File: config.mk
export PLATFORM = sky130hd
export DESIGN_NAME = sega6_pad_responder
export DESIGN_NICKNAME = d
export VERILOG_FILES = /design/src/rtl/sega_pad_pkg.sv /design/src/rtl/sega6_pad_responder_sel_sync.sv /design/src/rtl/sega6_pad_responder.sv
export SDC_FILE = /design/constraint.sdc
export NUM_CORES = 1
export LEC_CHECK = 0
export ABC_AREA = 1
export ABC_CLOCK_PERIOD_IN_PS = 4050
export BUFFER_PORTS_ARGS = -buffer_cell sky130_fd_sc_hd__buf_2
export CAP_MARGIN = 5
export CORE_MARGIN = 4
export CORE_UTILIZATION = 60
export DETAILED_ROUTE_END_ITERATION = 6
export PLACE_DENSITY_LB_ADDON = 0.1
export SLEW_MARGIN = 0
export SYNTH_ARGS = -nofsm -noshare
export SYNTH_HDL_FRONTEND = slang
export SYNTH_HIERARCHICAL = 1
export SYNTH_SLANG_ARGS = --single-unit
File: constraint.sdc
create_clock -name clk_i -period 4.05 [get_ports clk_i]
set_input_delay 0.6075 -clock clk_i [delete_from_list [all_inputs] [get_ports clk_i]]
set_output_delay 0.6075 -clock clk_i [all_outputs]
set_load 0.02 [all_outputs]
File: src/rtl/sega_pad_pkg.sv
// Shared definitions for the Mega Drive pad responder: button bit positions,
// the phase type and the select/phase to DB9 pin mapping.
package sega_pad_pkg;

  localparam int BTN_U     = 0;
  localparam int BTN_D     = 1;
  localparam int BTN_L     = 2;
  localparam int BTN_R     = 3;
  localparam int BTN_B     = 4;
  localparam int BTN_C     = 5;
  localparam int BTN_A     = 6;
  localparam int BTN_START = 7;
  localparam int BTN_Z     = 8;
  localparam int BTN_Y     = 9;
  localparam int BTN_X     = 10;
  localparam int BTN_MODE  = 11;

  localparam int DEFAULT_TIMEOUT = 36000;

  typedef logic [2:0] phase_t;

  // Returns {up, down, left, right, p6, p9}, all active-low like the buttons.
  function automatic logic [5:0] pad_map(input logic       sel_level,
                                         input phase_t     cnt,
                                         input logic [11:0] btn_n,
                                         input logic       six_button);
    logic       ext_phase;
    logic [5:0] pins;
    ext_phase = six_button && (cnt == 3'd3);
    if (sel_level) begin
      if (ext_phase)
        pins = {btn_n[BTN_Z], btn_n[BTN_Y], btn_n[BTN_X], btn_n[BTN_MODE],
                btn_n[BTN_B], btn_n[BTN_C]};
      else
        pins = {btn_n[BTN_U], btn_n[BTN_D], btn_n[BTN_L], btn_n[BTN_R],
                btn_n[BTN_B], btn_n[BTN_C]};
    end else if (cnt == 3'd4) begin
      pins = {4'b1111, btn_n[BTN_A], btn_n[BTN_START]};
    end else if (ext_phase) begin
      pins = {4'b0000, btn_n[BTN_A], btn_n[BTN_START]};
    end else begin
      pins = {btn_n[BTN_U], btn_n[BTN_D], 2'b00, btn_n[BTN_A], btn_n[BTN_START]};
    end
    return pins;
  endfunction

endpackage

File: src/rtl/sega6_pad_responder_sel_sync.sv
// Two-stage synchroniser for the select line plus a falling-edge pulse that is
// aligned with the synchronised level, so both change the state on one edge.
module sel_sync (
  input  logic clk,
  input  logic rst_n,
  input  logic sel_async,
  output logic sel_level,
  output logic sel_fall
);

  // [0],[1] form the synchroniser; [2] remembers the previous synchronised level.
  logic [2:0] stage_reg;

  always_ff @(posedge clk or negedge rst_n) begin
    if (!rst_n)
      stage_reg <= 3'b111;
    else
      stage_reg <= {stage_reg[1:0], sel_async};
  end

  assign sel_level = stage_reg[1];
  assign sel_fall  = stage_reg[2] & ~stage_reg[1];

endmodule

File: src/rtl/sega6_pad_responder.sv
// Mega Drive 6-button pad emulation: phase counter driven by select falling
// edges, an inactivity timeout, and a registered pin multiplexer.
module sega6_pad_responder
  import sega_pad_pkg::*;
#(
  parameter int TIMEOUT_CYCLES = DEFAULT_TIMEOUT,
  parameter int SIX_BUTTON     = 1
) (
  input  logic        clk_i,
  input  logic        res_n_i,
  input  logic        select_i,
  input  logic [11:0] buttons_n_i,
  output logic        pad_up_o,
  output logic        pad_down_o,
  output logic        pad_left_o,
  output logic        pad_right_o,
  output logic        pad_p6_o,
  output logic        pad_p9_o,
  output logic [2:0]  phase_o,
  output logic        timeout_o
);

  localparam int TW = $clog2(TIMEOUT_CYCLES + 1);

  logic          sel_level;
  logic          sel_fall;
  logic          timeout_hit;
  phase_t        cnt_reg, cnt_next;
  logic [TW-1:0] timer_reg, timer_next;
  logic [5:0]    pins_reg, pins_next;
  logic          timeout_reg, timeout_next;

  sel_sync u_sel_sync (
    .clk       (clk_i),
    .rst_n     (res_n_i),
    .sel_async (select_i),
    .sel_level (sel_level),
    .sel_fall  (sel_fall)
  );

  always_comb begin
    cnt_next     = cnt_reg;
    timer_next   = timer_reg;
    timeout_next = 1'b0;
    timeout_hit  = (timer_reg == TW'(TIMEOUT_CYCLES - 1)) && (cnt_reg != 3'd0);
    if (sel_fall) begin
      timer_next = '0;
      // An edge landing on the timeout cycle starts a fresh frame at phase 1.
      if (timeout_hit || cnt_reg == 3'd4)
        cnt_next = 3'd1;
      else
        cnt_next = cnt_reg + 3'd1;
    end else begin
      if (timer_reg != TW'(TIMEOUT_CYCLES))
        timer_next = timer_reg + TW'(1);
      if (timeout_hit) begin
        cnt_next     = 3'd0;
        timeout_next = 1'b1;
      end
    end
    // Mux from next-state values so pins and phase_o move on the same edge.
    pins_next = pad_map(sel_level, cnt_next, buttons_n_i, SIX_BUTTON != 0);
  end

  always_ff @(posedge clk_i or negedge res_n_i) begin
    if (!res_n_i) begin
      cnt_reg     <= 3'd0;
      timer_reg   <= '0;
      pins_reg    <= 6'b111111;
      timeout_reg <= 1'b0;
    end else begin
      cnt_reg     <= cnt_next;
      timer_reg   <= timer_next;
      pins_reg    <= pins_next;
      timeout_reg <= timeout_next;
    end
  end

  assign {pad_up_o, pad_down_o, pad_left_o, pad_right_o, pad_p6_o, pad_p9_o} = pins_reg;
  assign phase_o   = cnt_reg;
  assign timeout_o = timeout_reg;

endmodule

Word level (Yosys, flattened, before mapping)
Index checks and enable logic that the tools add are counted.
{"block": "totals", "out_inout_bits": 10, "regBits": 29, "wordCells": 29}
{"block": "op_classes", "muxes": 11, "n_eq_ne": 5, "n_addsub": 2, "reduce_logical": 4, "bitwise_logic": 2}
{"op": "$mux 16", "n": 2}
{"op": "$mux 6", "n": 4}
{"op": "$add 16x1->16 const B", "n": 1}
{"op": "$eq 16x16->1 const B", "n": 1}
{"op": "$ne 16x16->1 const B", "n": 1}
{"op": "$mux 3", "n": 3}
{"op": "$eq 3x3->1 const B", "n": 2}
{"op": "$add 3x1->3 const B", "n": 1}
{"op": "$eq 3x2->1 const B", "n": 1}
{"op": "$reduce_bool 3->1", "n": 1}
{"op": "$mux 1", "n": 2}
{"op": "$reduce_bool 2->1", "n": 1}
{"op": "$and 1x1->1", "n": 1}
{"op": "$logic_and 1x1->1", "n": 1}
{"op": "$logic_or 1x1->1", "n": 1}
{"op": "$not 1->1", "n": 1}

Longest topological paths before layout
{"block": "logic_depth", "depth_word": 9, "ltp_mapped": 13, "ltp_nobuf": 13}

Modules after synthesis
Netlist, hierarchy kept.
{"mod": "sega6_pad_responder", "cells_per_inst": 176, "n_inst": 1, "area_each_um2": 1506.4}
{"mod": "sel_sync", "cells_per_inst": 5, "n_inst": 1, "area_each_um2": 88.8}

Worst setup path before layout
OpenSTA, ideal clock, no wires.
{"block": "synth_timing", "kind": "reg2reg", "from": "register cnt_reg[0], in the netlist phase_o[0]", "to": "register pins_reg[2]", "setup_slack_ns": 2.481, "path_stages_with_launch": 13, "t_arrival_ns": 1.493, "t_required_ns": 3.973, "setup_time_ns": 0.077, "path_buffers": 0, "synth_period_minus_slack_ns": 1.569, "path_cell_list": "dfrtp_1 -> inv_1 -> ha_1 -> nand2_1 -> nand2_1 -> nor2_1 -> nand2_4 -> nand2_4 -> nor2_8 -> nand2_4 -> nand2_1 -> nand3_1 -> nand2_1"}
{"block": "synth_between", "elab_chain_cells": 8, "elab_cells_between_ends": 13, "classes_between": "1 x add/sub; 3 x eq/ne; 6 x mux; 3 x reduce/logical"}
{"item": "start: declaration", "line": "sega6_pad_responder.sv:28", "text": "phase_t cnt_reg, cnt_next;"}
{"item": "start signal: assignment", "line": "sega6_pad_responder.sv:72", "text": "cnt_reg <= cnt_next;"}
{"item": "parallel branches: the longest is 4 deep, another holds $add 3x1->3"}
{"item": "$mux 3 (*)", "line": "sega6_pad_responder.sv:46", "text": "if (sel_fall) begin"}
{"item": "named net cnt_next[2]", "line": "sega6_pad_responder.sv:28"}
{"item": "$eq 3x3->1 / $eq 3x2->1 (equally long branches)", "line": "sega_pad_pkg.sv:37, sega_pad_pkg.sv:29"}
{"item": "$mux 6 (on tied branches)", "line": "sega_pad_pkg.sv:37, sega_pad_pkg.sv:31"}
{"item": "$mux 6 (*)", "line": "sega_pad_pkg.sv:30", "text": "if (sel_level) begin"}
{"item": "named net pins_next[2]", "line": "sega6_pad_responder.sv:30", "text": "logic [5:0] pins_reg, pins_next;"}
{"item": "end signal: assignment", "line": "sega6_pad_responder.sv:74", "text": "pins_reg <= pins_next;"}
{"item": "end: declaration", "line": "sega6_pad_responder.sv:30"}
Mark *: on every way through the listed nets, which the timed path passes.
A chain may end at the register's enable or synchronous reset.

Worst setup path in the final report
{"block": "layout_timing", "from": "register u_sel_sync.stage_reg[2]", "to": "register pins_reg[2]"}
{"block": "layout_between", "elab_chain_cells": 5, "elab_cells_between_ends": 7, "classes_between": "2 x eq/ne; 4 x mux; 1 x bitwise"}
{"item": "start: declaration", "line": "sega6_pad_responder_sel_sync.sv:12", "text": "logic [2:0] stage_reg;"}
{"item": "start signal: assignment", "line": "sega6_pad_responder_sel_sync.sv:18", "text": "stage_reg <= {stage_reg[1:0], sel_async};"}
{"item": "$and 1x1->1 (*)", "line": "sega6_pad_responder_sel_sync.sv:22", "text": "assign sel_fall = stage_reg[2] & ~stage_reg[1];"}
{"item": "named net sel_fall", "line": "sega6_pad_responder.sv:26", "text": "logic sel_fall;"}
{"item": "$mux 3 (*)", "line": "sega6_pad_responder.sv:46"}
{"item": "named net cnt_next[2]", "line": "sega6_pad_responder.sv:28"}
{"item": "$eq 3x3->1 / $eq 3x2->1 (equally long branches)", "line": "sega_pad_pkg.sv:37, sega_pad_pkg.sv:29"}
{"item": "$mux 6 (on tied branches)", "line": "sega_pad_pkg.sv:37, sega_pad_pkg.sv:31"}
{"item": "$mux 6 (*)", "line": "sega_pad_pkg.sv:30"}
{"item": "named net pins_next[2]", "line": "sega6_pad_responder.sv:30"}
The timed path passes the listed nets; every way through them passes the cells marked *.

==> run_results.csv <==
group,metric,value,unit
place,dp.final_hpwl,2230,µm
drt,vias_per_cell,5.23,
synth,yosysSeqAreaShare,46.2,%
setup_path,cp-end-kind,"register",
synth,synth_nets,200,
cts,htree_levels,2,
die,die-area,3550,µm²
power_and_ir_drop,clkPwrFrac,28.1,%
synth,syn_avg_cell_area,8.81,µm²
timing,hold_viol_final,0,
timing,fin_ws,2.10,ns
cts,root_buffer,"clkbuf_4",
die,die_width,59.6,µm
setup_path,crit_arrival,2.22,ns
setup_path,worstSetupStartpointType,"register",
timing,clock_skew,0.00989,ns
timing,setup_viol,0,
timing,grt_setup_unrepaired,"no",
setup_path,cp_max_fo,13,
synth,synthXorXnorAreaFrac,0.549,%
finish,nets,227,
global_route,grt_pass1_wl,4920,µm
synth,synth_mux_area_share,1.41,%
drt,wirelength,2950,µm
power_and_ir_drop,p_sw,0.297,mW
global_route,antenna_found_initial,0,
synth,synth_top_family_by_area,"simple AND/OR/NAND/NOR gates",
die,initial_core_util,63.8,%
die,ioPinCount,25,
place,dp_slack,2.13,ns
synth,yosys-top-cells-area,"dfrtp_1 (31%), dfstp_2 (15%), nand2_1 (6.4%)",
timing,drv_slew,0,
power_and_ir_drop,combPwrFrac,29.1,%
synth,synth_top_area_cell,"dfrtp_1",
synth,synthSimpleGateAreaFrac,33.7,%
setup_path,criticalPathCategory,"reg -> reg",
cts,clock-sinks,29,
drt,firstDrtPassIters,4,
synth,netlist.area_leader.share,31.4,%
min_path,hp-class,"in -> async",
finish,syn_to_final_growth,14.0,%
cts,cts_resized,0,
place,numPortBuffers,24,
drt,wl_per_cell,12.4,µm
cts,cts_tree,"done",
synth,syn_area,1600,µm²
finish,largest_register_ffs,16,
power_and_ir_drop,p_sw_share,33.9,%
setup_path,reg2reg_depth,10,
timing,tightest_slew,0.623,ns
setup_path,critPathRequiredTime,4.32,ns
synth,synth.distinct_cells,31,
timing,max-slew-margin-rel,58.5,%
timing,period_minus_slack,1.95,ns
finish,n_antenna_cell,0,
timing,finalSetupTns,0,ns
cts,cts_hold_buf,0,
timing,fmax,512,MHz
drt,drc,0,
global_route,gr-usage-all-layers,19.0,%
power_and_ir_drop,p_seq_share,42.8,%
cts,numCtsBuffers,5,
run,maxCapViolCount,0,
place,gp_congestion,0.823,
cts,clk_path_buf_depth,2,
finish,drive_gt1_share,33.5,%
synth,ys_warn_count,6,
synth,synth_fa_ha_area_share,3.14,%
global_route,grt_max_degree,30,
timing,period_share,48.3,%
die,core_area,2500,µm²
power_and_ir_drop,leakage,0.883,nW
run_status,status,"finished, final reports clean",
global_route,grt_pass1_vias,1162,
cts,post_cts_buffers,0,
cts,clk_latency,0.32,ns
drt,ant_nets,0,
synth,syn_inst,181,
synth,synth_compound_area_share,6.82,%
drt,vias,1250,
power_and_ir_drop,intPower,0.579,mW
global_route,grt_overflow,0,
power_and_ir_drop,cellPowerDensity,481,nW/µm²
synth,ys_seq_elements,29,
power_and_ir_drop,irDropWorstVdd,0.411,mV
die,std_cell_rows,18,
drt,drt_iter0_markers,70,
die,die_h,59.6,µm
cts,clkTransAtPathRegs,0.10,ns
[cell usage after synthesis]
master,n
dfrtp_1,20
o21a_1,1
nand3_1,15
buf_2,2
nand4_1,3
o211a_1,1
nand2_4,4
dfstp_2,9
nand2_1,27
clkbuf_1,1
xnor2_1,1
clkinv_2,2
nor2_1,13
clkinv_1,1
nor4_1,2
nor3_2,2
inv_1,26
o21ai_1,1
nand3_2,4
nor3_1,6
a21oi_1,8
a31oi_1,1
mux2_2,2
nand2_2,6
clkbuf_2,1
ha_1,4
o21ai_0,8
nor2_4,2
nor2_2,5
nand3_4,2
nor2_8,1
[routing by layer]
metal  GRT usage (%)  up-vias  wire length (µm)  part of all wire [%]
met2            28.1       25              1380                    47
met3            5.45        4               130                   4.4
li1                -      642                 -                     -
met5               0        -                 0                     0
met1            25.0      579              1390                    47
met4            10.4        0                51                   1.7
[power groups by stage]
| stage | clock network [mW] | logic (mW) | registers, mW |
|---|---|---|---|
| global placement | 0 | 0.247 | 0.378 |
| floorplan | 0 | 0.158 | 0.409 |
| detailed placement | 0 | 0.256 | 0.381 |
| finish | 0.246 | 0.255 | 0.375 |
| CTS | 0.251 | 0.257 | 0.375 |
| global route | 0.268 | 0.284 | 0.381 |
[metrics by stage]
stage / util [%] / hold WS (ns) / instances / area, µm² / power, mW
final: 72.8 / 0.289 / 239 / 1820 / 0.876
after CTS: 72.8 / 0.304 / 239 / 1820 / 0.883
after global routing: 72.8 / 0.314 / 239 / 1820 / 0.932
after floorplan: - / 0.312 / 181 / 1600 / 0.567
after detailed placement: 69.4 / 0.347 / 231 / 1730 / 0.637
after global placement: 69.4 / 0.346 / 231 / 1730 / 0.625
[critical path, cell delays in order, from the launching register on]
cell     delay (ns)
dfstp_2        0.52
inv_1          0.04
nor2_2         0.37
inv_1          0.34
nand3_4        0.18
nand2_4        0.08
nor2_8         0.12
nand2_4        0.07
nand2_1        0.06
nand3_1        0.06
nand2_1        0.07
[cell type report]
| class | count | area (µm²) |
|---|---|---|
| clock buffers | 7 | 55.1 |
| inverters | 29 | 111 |
| well taps | 30 | 37.5 |
| fillers | 190 | 681 |
| flip-flops and latches | 29 | 737 |
| repair buffers | 24 | 120 |
| multi-input cells | 119 | 728 |
| clock inverters | 1 | 30.0 |
[kinds of logic (layout without fill, tap and decap cells)]
kind of cell / Yosys count / in the layout
buffers and inverters: 33 / 61
adders and majority gates: 4 / 4
DFF: 29 / 29
and+or+nand+nor: 92 / 92
AOI/OAI and AO/OA: 20 / 20
muxes: 2 / 2
xor gates and xnor gates: 1 / 1
[cells in the final DEF, fill, tap and decap left out, types with 3 or more instances in the layout]
master    synthesis  layout
ha_1              4       4
o21ai_0           8       8
nand2_1          27      27
clkbuf_4          0       5
nand3_2           4       4
nor3_1            6       6
nand4_1           3       3
nand2_4           4       4
a21oi_1           8       8
dfrtp_1          20      20
nor2_2            5       5
nand2_2           6       6
nor2_1           13      13
inv_1            26      26
nand3_1          15      15
dfstp_2           9       9
buf_2             2      24
[path summary, 6_finish.rpt]
| kind | start | slack (ns) | endpoint |
|---|---|---|---|
| min reg2reg | u_sel_sync/stage_reg[0] | 0.36 | u_sel_sync/stage_reg[1] |
| max in group asynchronous | res_n_i | 3.35 | phase_o[2] |
| min in group clk_i | u_sel_sync/stage_reg[0] | 0.36 | u_sel_sync/stage_reg[1] |
| max reg2reg | u_sel_sync/stage_reg[2] | 2.10 | pins_reg[2] |
| max | u_sel_sync/stage_reg[2] | 2.10 | pins_reg[2] |
| min | res_n_i | 0.29 | timer_reg[9] |
(Power assumes the default switching activity.)
